--- src/rtl/branch_redirect_if.sv ---
// -----------------------------------------------------------------------------
// branch_redirect_if
// Bundles the EX-side branch resolution inputs, the fetch redirect handshake
// and the controller status outputs of branch_redirect_ctrl.
//   master : controller view (consumes branch info and Redirect_Ready,
//            drives redirect, flush, stall and performance counters)
//   slave  : pipeline / fetch view (the opposite directions)
// Parameters: WordSize (address / ALU width), CntWidth (counter width).
// -----------------------------------------------------------------------------
interface branch_redirect_if #(
   parameter int WordSize = 32,
   parameter int CntWidth = 16
);
   logic                Br_Valid;
   logic [1:0]          Cond;
   logic [WordSize-1:0] ALU_Out;
   logic                Pred_Taken;
   logic [WordSize-1:0] Target_Addr;
   logic [WordSize-1:0] Fallthru_Addr;
   logic                Redirect_Ready;
   logic                Redirect_Valid;
   logic [WordSize-1:0] Redirect_Addr;
   logic                Flush;
   logic                Stall_EX;
   logic [CntWidth-1:0] Branch_Count;
   logic [CntWidth-1:0] Mispred_Count;

   modport master (
      input  Br_Valid, Cond, ALU_Out, Pred_Taken, Target_Addr, Fallthru_Addr,
             Redirect_Ready,
      output Redirect_Valid, Redirect_Addr, Flush, Stall_EX,
             Branch_Count, Mispred_Count
   );

   modport slave (
      output Br_Valid, Cond, ALU_Out, Pred_Taken, Target_Addr, Fallthru_Addr,
             Redirect_Ready,
      input  Redirect_Valid, Redirect_Addr, Flush, Stall_EX,
             Branch_Count, Mispred_Count
   );
endinterface

--- src/rtl/branch_redirect_ctrl.sv ---
// -----------------------------------------------------------------------------
// branch_redirect_ctrl
// Resolves EX-stage branches against the fetch-time prediction. On a
// mispredict it issues a PC redirect to fetch (valid/ready), then holds the
// front-end flush and EX stall for FlushCycles cycles after the handshake.
// Also keeps saturating counters of accepted branches and mispredicts.
// Ports:
//   clk  : rising-edge clock
//   rst  : synchronous active-high reset
//   bus  : branch_redirect_if.master
//          in : Br_Valid, Cond, ALU_Out, Pred_Taken, Target_Addr,
//               Fallthru_Addr, Redirect_Ready
//          out: Redirect_Valid, Redirect_Addr, Flush, Stall_EX,
//               Branch_Count, Mispred_Count (all registered)
// Parameters: WordSize, FlushCycles (legal 1..15), CntWidth. WordSize and
// CntWidth must match the connected interface instance.
// -----------------------------------------------------------------------------
module branch_redirect_ctrl #(
   parameter int WordSize    = 32,
   parameter int FlushCycles = 2,
   parameter int CntWidth    = 16
) (
   input logic             clk,
   input logic             rst,
   branch_redirect_if.master bus
);

   typedef enum logic [1:0] {
      IDLE     = 2'd0,
      REDIRECT = 2'd1,
      FLUSH    = 2'd2
   } state_t;

   // Cond encoding
   localparam logic [1:0] CondNe   = 2'd0;
   localparam logic [1:0] CondAlu  = 2'd1;
   localparam logic [1:0] CondNalu = 2'd2;

   // Remaining FLUSH-state cycles minus one, loaded on the handshake cycle.
   localparam logic [3:0] FlushLoad = 4'(FlushCycles - 1);

   state_t              state;
   logic [3:0]          flush_cnt;
   logic                redirect_valid_q;
   logic [WordSize-1:0] redirect_addr_q;
   logic                flush_q;
   logic                stall_q;
   logic [CntWidth-1:0] branch_cnt_q;
   logic [CntWidth-1:0] mispred_cnt_q;

   logic taken;
   logic mispred;

   // NOTE: every signal written in always_comb gets a default first, so no
   // path leaves it unassigned and no latch is inferred.
   always_comb begin
      taken = 1'b1;
      unique case (bus.Cond)
         CondNe:   taken = 1'b0;
         CondAlu:  taken = |bus.ALU_Out;
         CondNalu: taken = ~|bus.ALU_Out;
         default:  taken = 1'b1;
      endcase
   end

   assign mispred = bus.Br_Valid & (taken != bus.Pred_Taken);

   // NOTE: sequential state uses non-blocking assignments only, so every
   // register samples pre-edge values regardless of statement order.
   always_ff @(posedge clk) begin
      if (rst) begin
         state            <= IDLE;
         flush_cnt        <= '0;
         redirect_valid_q <= 1'b0;
         redirect_addr_q  <= '0;
         flush_q          <= 1'b0;
         stall_q          <= 1'b0;
         branch_cnt_q     <= '0;
         mispred_cnt_q    <= '0;
      end else begin
         unique case (state)
            IDLE: begin
               // Branches are only accepted here; upstream re-presents them
               // while the controller is busy.
               if (bus.Br_Valid && (branch_cnt_q != '1))
                  branch_cnt_q <= branch_cnt_q + CntWidth'(1);
               if (mispred) begin
                  redirect_addr_q  <= taken ? bus.Target_Addr : bus.Fallthru_Addr;
                  redirect_valid_q <= 1'b1;
                  flush_q          <= 1'b1;
                  stall_q          <= 1'b1;
                  if (mispred_cnt_q != '1)
                     mispred_cnt_q <= mispred_cnt_q + CntWidth'(1);
                  state <= REDIRECT;
               end
            end

            REDIRECT: begin
               // Address is held until fetch takes it.
               if (bus.Redirect_Ready) begin
                  redirect_valid_q <= 1'b0;
                  flush_cnt        <= FlushLoad;
                  state            <= FLUSH;
               end
            end

            FLUSH: begin
               if (flush_cnt == 4'd0) begin
                  flush_q         <= 1'b0;
                  stall_q         <= 1'b0;
                  redirect_addr_q <= '0;
                  state           <= IDLE;
               end else begin
                  flush_cnt <= flush_cnt - 4'd1;
               end
            end

            default: state <= IDLE;
         endcase
      end
   end

   assign bus.Redirect_Valid = redirect_valid_q;
   assign bus.Redirect_Addr  = redirect_addr_q;
   assign bus.Flush          = flush_q;
   assign bus.Stall_EX       = stall_q;
   assign bus.Branch_Count   = branch_cnt_q;
   assign bus.Mispred_Count  = mispred_cnt_q;

endmodule
--- src/flat_wrapper.sv ---
// flat-port wrapper written by rule: the top's interface ports become plain ports
module branch_redirect_ctrl_flat 
#(
   parameter int WordSize    = 32,
   parameter int FlushCycles = 2,
   parameter int CntWidth    = 16
)
  (clk, rst, bus_Br_Valid, bus_Cond, bus_ALU_Out, bus_Pred_Taken, bus_Target_Addr, bus_Fallthru_Addr, bus_Redirect_Ready, bus_Redirect_Valid, bus_Redirect_Addr, bus_Flush, bus_Stall_EX, bus_Branch_Count, bus_Mispred_Count);
  branch_redirect_if #(.WordSize(WordSize), .CntWidth(CntWidth)) bus_i ();
  input logic clk;
  input logic rst;
  input wire logic [$bits(bus_i.Br_Valid)-1:0] bus_Br_Valid;
  input wire logic [$bits(bus_i.Cond)-1:0] bus_Cond;
  input wire logic [$bits(bus_i.ALU_Out)-1:0] bus_ALU_Out;
  input wire logic [$bits(bus_i.Pred_Taken)-1:0] bus_Pred_Taken;
  input wire logic [$bits(bus_i.Target_Addr)-1:0] bus_Target_Addr;
  input wire logic [$bits(bus_i.Fallthru_Addr)-1:0] bus_Fallthru_Addr;
  input wire logic [$bits(bus_i.Redirect_Ready)-1:0] bus_Redirect_Ready;
  output wire logic [$bits(bus_i.Redirect_Valid)-1:0] bus_Redirect_Valid;
  output wire logic [$bits(bus_i.Redirect_Addr)-1:0] bus_Redirect_Addr;
  output wire logic [$bits(bus_i.Flush)-1:0] bus_Flush;
  output wire logic [$bits(bus_i.Stall_EX)-1:0] bus_Stall_EX;
  output wire logic [$bits(bus_i.Branch_Count)-1:0] bus_Branch_Count;
  output wire logic [$bits(bus_i.Mispred_Count)-1:0] bus_Mispred_Count;
  assign bus_i.Br_Valid = bus_Br_Valid;
  assign bus_i.Cond = bus_Cond;
  assign bus_i.ALU_Out = bus_ALU_Out;
  assign bus_i.Pred_Taken = bus_Pred_Taken;
  assign bus_i.Target_Addr = bus_Target_Addr;
  assign bus_i.Fallthru_Addr = bus_Fallthru_Addr;
  assign bus_i.Redirect_Ready = bus_Redirect_Ready;
  assign bus_Redirect_Valid = bus_i.Redirect_Valid;
  assign bus_Redirect_Addr = bus_i.Redirect_Addr;
  assign bus_Flush = bus_i.Flush;
  assign bus_Stall_EX = bus_i.Stall_EX;
  assign bus_Branch_Count = bus_i.Branch_Count;
  assign bus_Mispred_Count = bus_i.Mispred_Count;
  branch_redirect_ctrl #(.WordSize(WordSize), .FlushCycles(FlushCycles), .CntWidth(CntWidth)) u_core (.clk(clk), .rst(rst), .bus(bus_i));
endmodule
--- config.mk ---
export PLATFORM = sky130hd
export DESIGN_NAME = branch_redirect_ctrl_flat
export DESIGN_NICKNAME = d
export VERILOG_FILES = /design/src/rtl/branch_redirect_if.sv /design/src/rtl/branch_redirect_ctrl.sv /design/src/flat_wrapper.sv
export SDC_FILE = /design/constraint.sdc
export NUM_CORES = 1
export LEC_CHECK = 0
export CAP_MARGIN = 20
export CELL_PAD_IN_SITES_DETAIL_PLACEMENT = 0
export CELL_PAD_IN_SITES_GLOBAL_PLACEMENT = 1
export CORE_ASPECT_RATIO = 2
export CORE_MARGIN = 1
export CORE_UTILIZATION = 30
export DETAILED_ROUTE_END_ITERATION = 10
export PLACE_DENSITY_LB_ADDON = 0.12
export SETUP_SLACK_MARGIN = 0.15
export SYNTH_ARGS = -nofsm -noshare
export SYNTH_HDL_FRONTEND = slang
export SYNTH_SLANG_ARGS = --single-unit
--- constraint.sdc ---
create_clock -name clk -period 3.1 [get_ports clk]
set_input_delay 0.62 -clock clk [delete_from_list [all_inputs] [get_ports clk]]
set_output_delay 0.62 -clock clk [all_outputs]
set_load 0.03 [all_outputs]
==> flow_metrics.tcl <==
set metrics [dict create \
    finalCritPeriodShare_pct 88.4 \
    drc 0 \
    place_inst 700 \
    ys_async_sr_fraction_pct 0 \
    worstPathArrival_ns 2.98 \
    core_region_area_mm2 0.0118 \
    post_cts_buffers 0 \
    drive_gt1_share_pct 6.65 \
    gp_congestion 0.782 \
    ys.flop_type "dfxtp_1" \
    yosysUniqueCellTypes 47 \
    wl_per_cell_um 15.5 \
    drt_pass1_iterations 4 \
    worstMarginPinSlew_ns 0.611 \
    cp_cell_sequence "clkdlybuf4s50_1 -> nor4_1 -> nand2_1 -> or4_1 -> o211ai_1 -> a31oi_4 -> buf_12 -> o31ai_1" \
    skew_ns 0.00732 \
    synth_edf_count 0 \
    rsz0062_at_grt "no" \
    synth_warnings 0 \
    endpoint_kind "flop" \
    cp.required_ns 3.34 \
    slowest_stage "or4_1" \
    path_delay_family "simple AND/OR/NAND/NOR gates" \
    ys_ff_latch 72 \
    cts_tree "yes" \
    grt.total_usage_pct 17.9 \
    die_width_um 79.7 \
    row_count 56 \
    p_leak_nw 2.07 \
    htreeDepth 3 \
    routed_wirelength_mm 11.1 \
    synth.net_count 508 \
    final_hold_viol_count 0 \
    fin_tns_setup_ns 0 \
    insertedDiodeCount 0 \
    setup_viol 0 \
    startpoint "bus_ALU_Out[20]" \
    yosys-top-cells-area "dfxtp_1, mux2i_1, o31ai_1" \
    synthCells 401 \
    grt_first_pass_wirelength_mm 17.3 \
    grt_pass1_vias 3535 \
    critical_path_class "in -> reg" \
    io_pins 170 \
    max-clock-path-buffers 2 \
    synth.top_cell.area_share_pct 39.8 \
    clkLatencyLatePin_ns 0.33 \
    cts_made_buffers 9 \
    antenna_found_initial 0 \
    cts_root_buf "clkbuf_16" \
    slowest_delay_ns 0.57 \
    finalCriticalPeriod_ns 2.74 \
    crit_fanout 65 \
    slew_viol_final 0 \
    viasPerCell 5.14 \
    r2r-start "u_core.state[0]$_SDFFE_PP0P_" \
    ant_nets 0 \
    finalNetCount 673 \
    yosysSeqAreaShare_pct 39.8 \
    grt_overflow_total 0 \
    yosys.area.top_type "dfxtp_1" \
    drtIter0Drc 113 \
    min_path_type "reg -> reg" \
    num-fill-cells 1155 \
    cap_violations 0 \
    clock-sinks 72 \
    path_clk_slew_ns 0.05 \
    synth.avg_cell_area_um2 9.03 \
    hpwl_mm 8.31 \
    grt_max_degree 66 \
    stdcell_count 716 \
    start_kind "input port" \
    final_core_utilization_pct 49.0 \
    final_cell_area_mm2 0.00577 \
    fp.dieH_um 157 \
    outcome "finished, final reports clean" \
    area_growth_pct 59.4 \
    crit_buf_inv 2 \
    dieArea_mm2 0.0125 \
    io_buffers 169 \
    slew_headroom_pct 59.3 \
    power_density_mw_per_mm2 418 \
    syn-cell-area_mm2 0.00362 \
    placed_area_mm2 0.00551 \
    peakVddDrop_mv 0.259 \
    start_util_pct 30.8 \
    dr_total_vias 3682 \
    fmax_ghz 0.365 \
    min_from "u_core.bus.Redirect_Valid$_SDFFE_PP0P_" \
]
[path summary, 6_finish.rpt]
path,slack (ns),endpoint,cells past startpoint
worst min register to register,0.47,u_core.bus.Redirect_Valid$_SDFFE_PP0P_,2
worst max-delay path,0.36,u_core.bus.Redirect_Addr[16]$_SDFFE_PP0P_,8
worst min-delay path,0.47,u_core.bus.Redirect_Valid$_SDFFE_PP0P_,2
worst max register to register,0.74,u_core.bus.Redirect_Addr[16]$_SDFFE_PP0P_,7
[synthesized netlist by cell type (2+ instances only)]
cell type,n
a31oi_1,2
clkbuf_1,13
inv_1,5
xor2_1,14
a21oi_1,16
nand3_1,14
or4_1,9
and2_1,3
xnor2_1,3
buf_1,4
o21ai_0,5
and3_1,5
mux2_2,3
nand2_1,25
nand3b_1,32
nand2b_1,3
buf_2,4
a211oi_1,3
o41ai_1,3
nand4_1,9
nor3_1,6
ha_1,4
dfxtp_1,72
nor4_1,11
o31ai_1,40
nor2b_1,3
mux2i_1,33
nor2_1,34
buf_4,5
[sequential cells by signal, indices dropped and copies added (netlist names)]
| signal | count |
|---|---|
| u_core.bus.Branch_Count | 16 |
| u_core.bus.Flush | 1 |
| u_core.state | 2 |
| u_core.bus.Redirect_Addr | 32 |
| u_core.flush_cnt | 4 |
| u_core.bus.Redirect_Valid | 1 |
| u_core.bus.Mispred_Count | 16 |
[repair_timing]
| item | CTS | global route |
|---|---|---|
| setup endpoints to repair | 0 | 4 |
| resized for setup | 0 | 1 |
| hold buffers | 0 | 0 |
[cells by family after synthesis]
| kind of cell | count (synthesis) | share of synthesized area [%] |
|---|---|---|
| mux | 36 | 10.1 |
| fa+ha+maj | 4 | 1.38 |
| flops | 72 | 39.8 |
| buf+inv | 32 | 4.18 |
| xor+xnor | 17 | 4.11 |
| simple gates | 163 | 25.7 |
| compound gates | 77 | 14.8 |
[layout make-up]
cell class	count	area [µm²]	share of cell area, %
multi-input cells	297	2050	35.5
clock buffers	12	246	4.27
repair buffers	181	1810	31.4
inverters	5	18.8	0.325
well taps	145	181	3.14
clock inverters	4	20.0	0.347
flip-flops and latches	72	1440	25.0
[per-stage QoR]
stage / hold slack [ns] / power, mW / worst slack (ns)
after floorplan: 0.460 / 1.24 / 0.600
after global placement: 0.439 / 1.50 / 0.0680
after detailed placement: 0.457 / 1.50 / -0.0254
after CTS: 0.471 / 2.45 / 0.324
after global routing: 0.505 / 2.53 / 0.172
final: 0.465 / 2.41 / 0.359
[power by group]
group / switching, mW / leakage, nW / total (mW) / internal [mW]
Combinational: 0.229 / 1.35 / 0.482 / 0.254
Clock: 0.376 / 0.136 / 0.934 / 0.558
Sequential: 0.0273 / 0.585 / 0.996 / 0.969
Total: 0.632 / 2.07 / 2.41 / 1.78
[layout by cell type (no fill, tap or decap), types with 2 or more instances in the layout]
master	instances
clkinv_2	4
nand2b_1	3
nor2b_1	3
o31ai_1	40
nand3b_1	32
nor4_1	11
o21ai_0	4
nand4_1	9
buf_4	9
nand2_1	25
xnor2_1	3
and2_1	3
a21oi_1	16
mux2i_1	33
clkbuf_1	2
clkbuf_16	9
and3_1	5
ha_1	4
buf_12	3
clkdlybuf4s50_1	168
o41ai_1	3
dfxtp_1	72
nor3_1	6
nand3_1	14
xor2_1	14
or4_1	9
nor2_1	34
a211oi_1	3
inv_1	5
mux2_2	3
[worst min-delay path, stage by stage (launching register included)]
cell     delay (ns)
dfxtp_1        0.33
nand2_1        0.05
o21ai_0        0.06
[routing by layer]
metal  track usage, %  routed length, µm
met1             18.4               4240
met2             33.7               6010
met3             3.54                631
met4             7.79                214
met5                0                  0
Power figures use the tool's default switching activity.
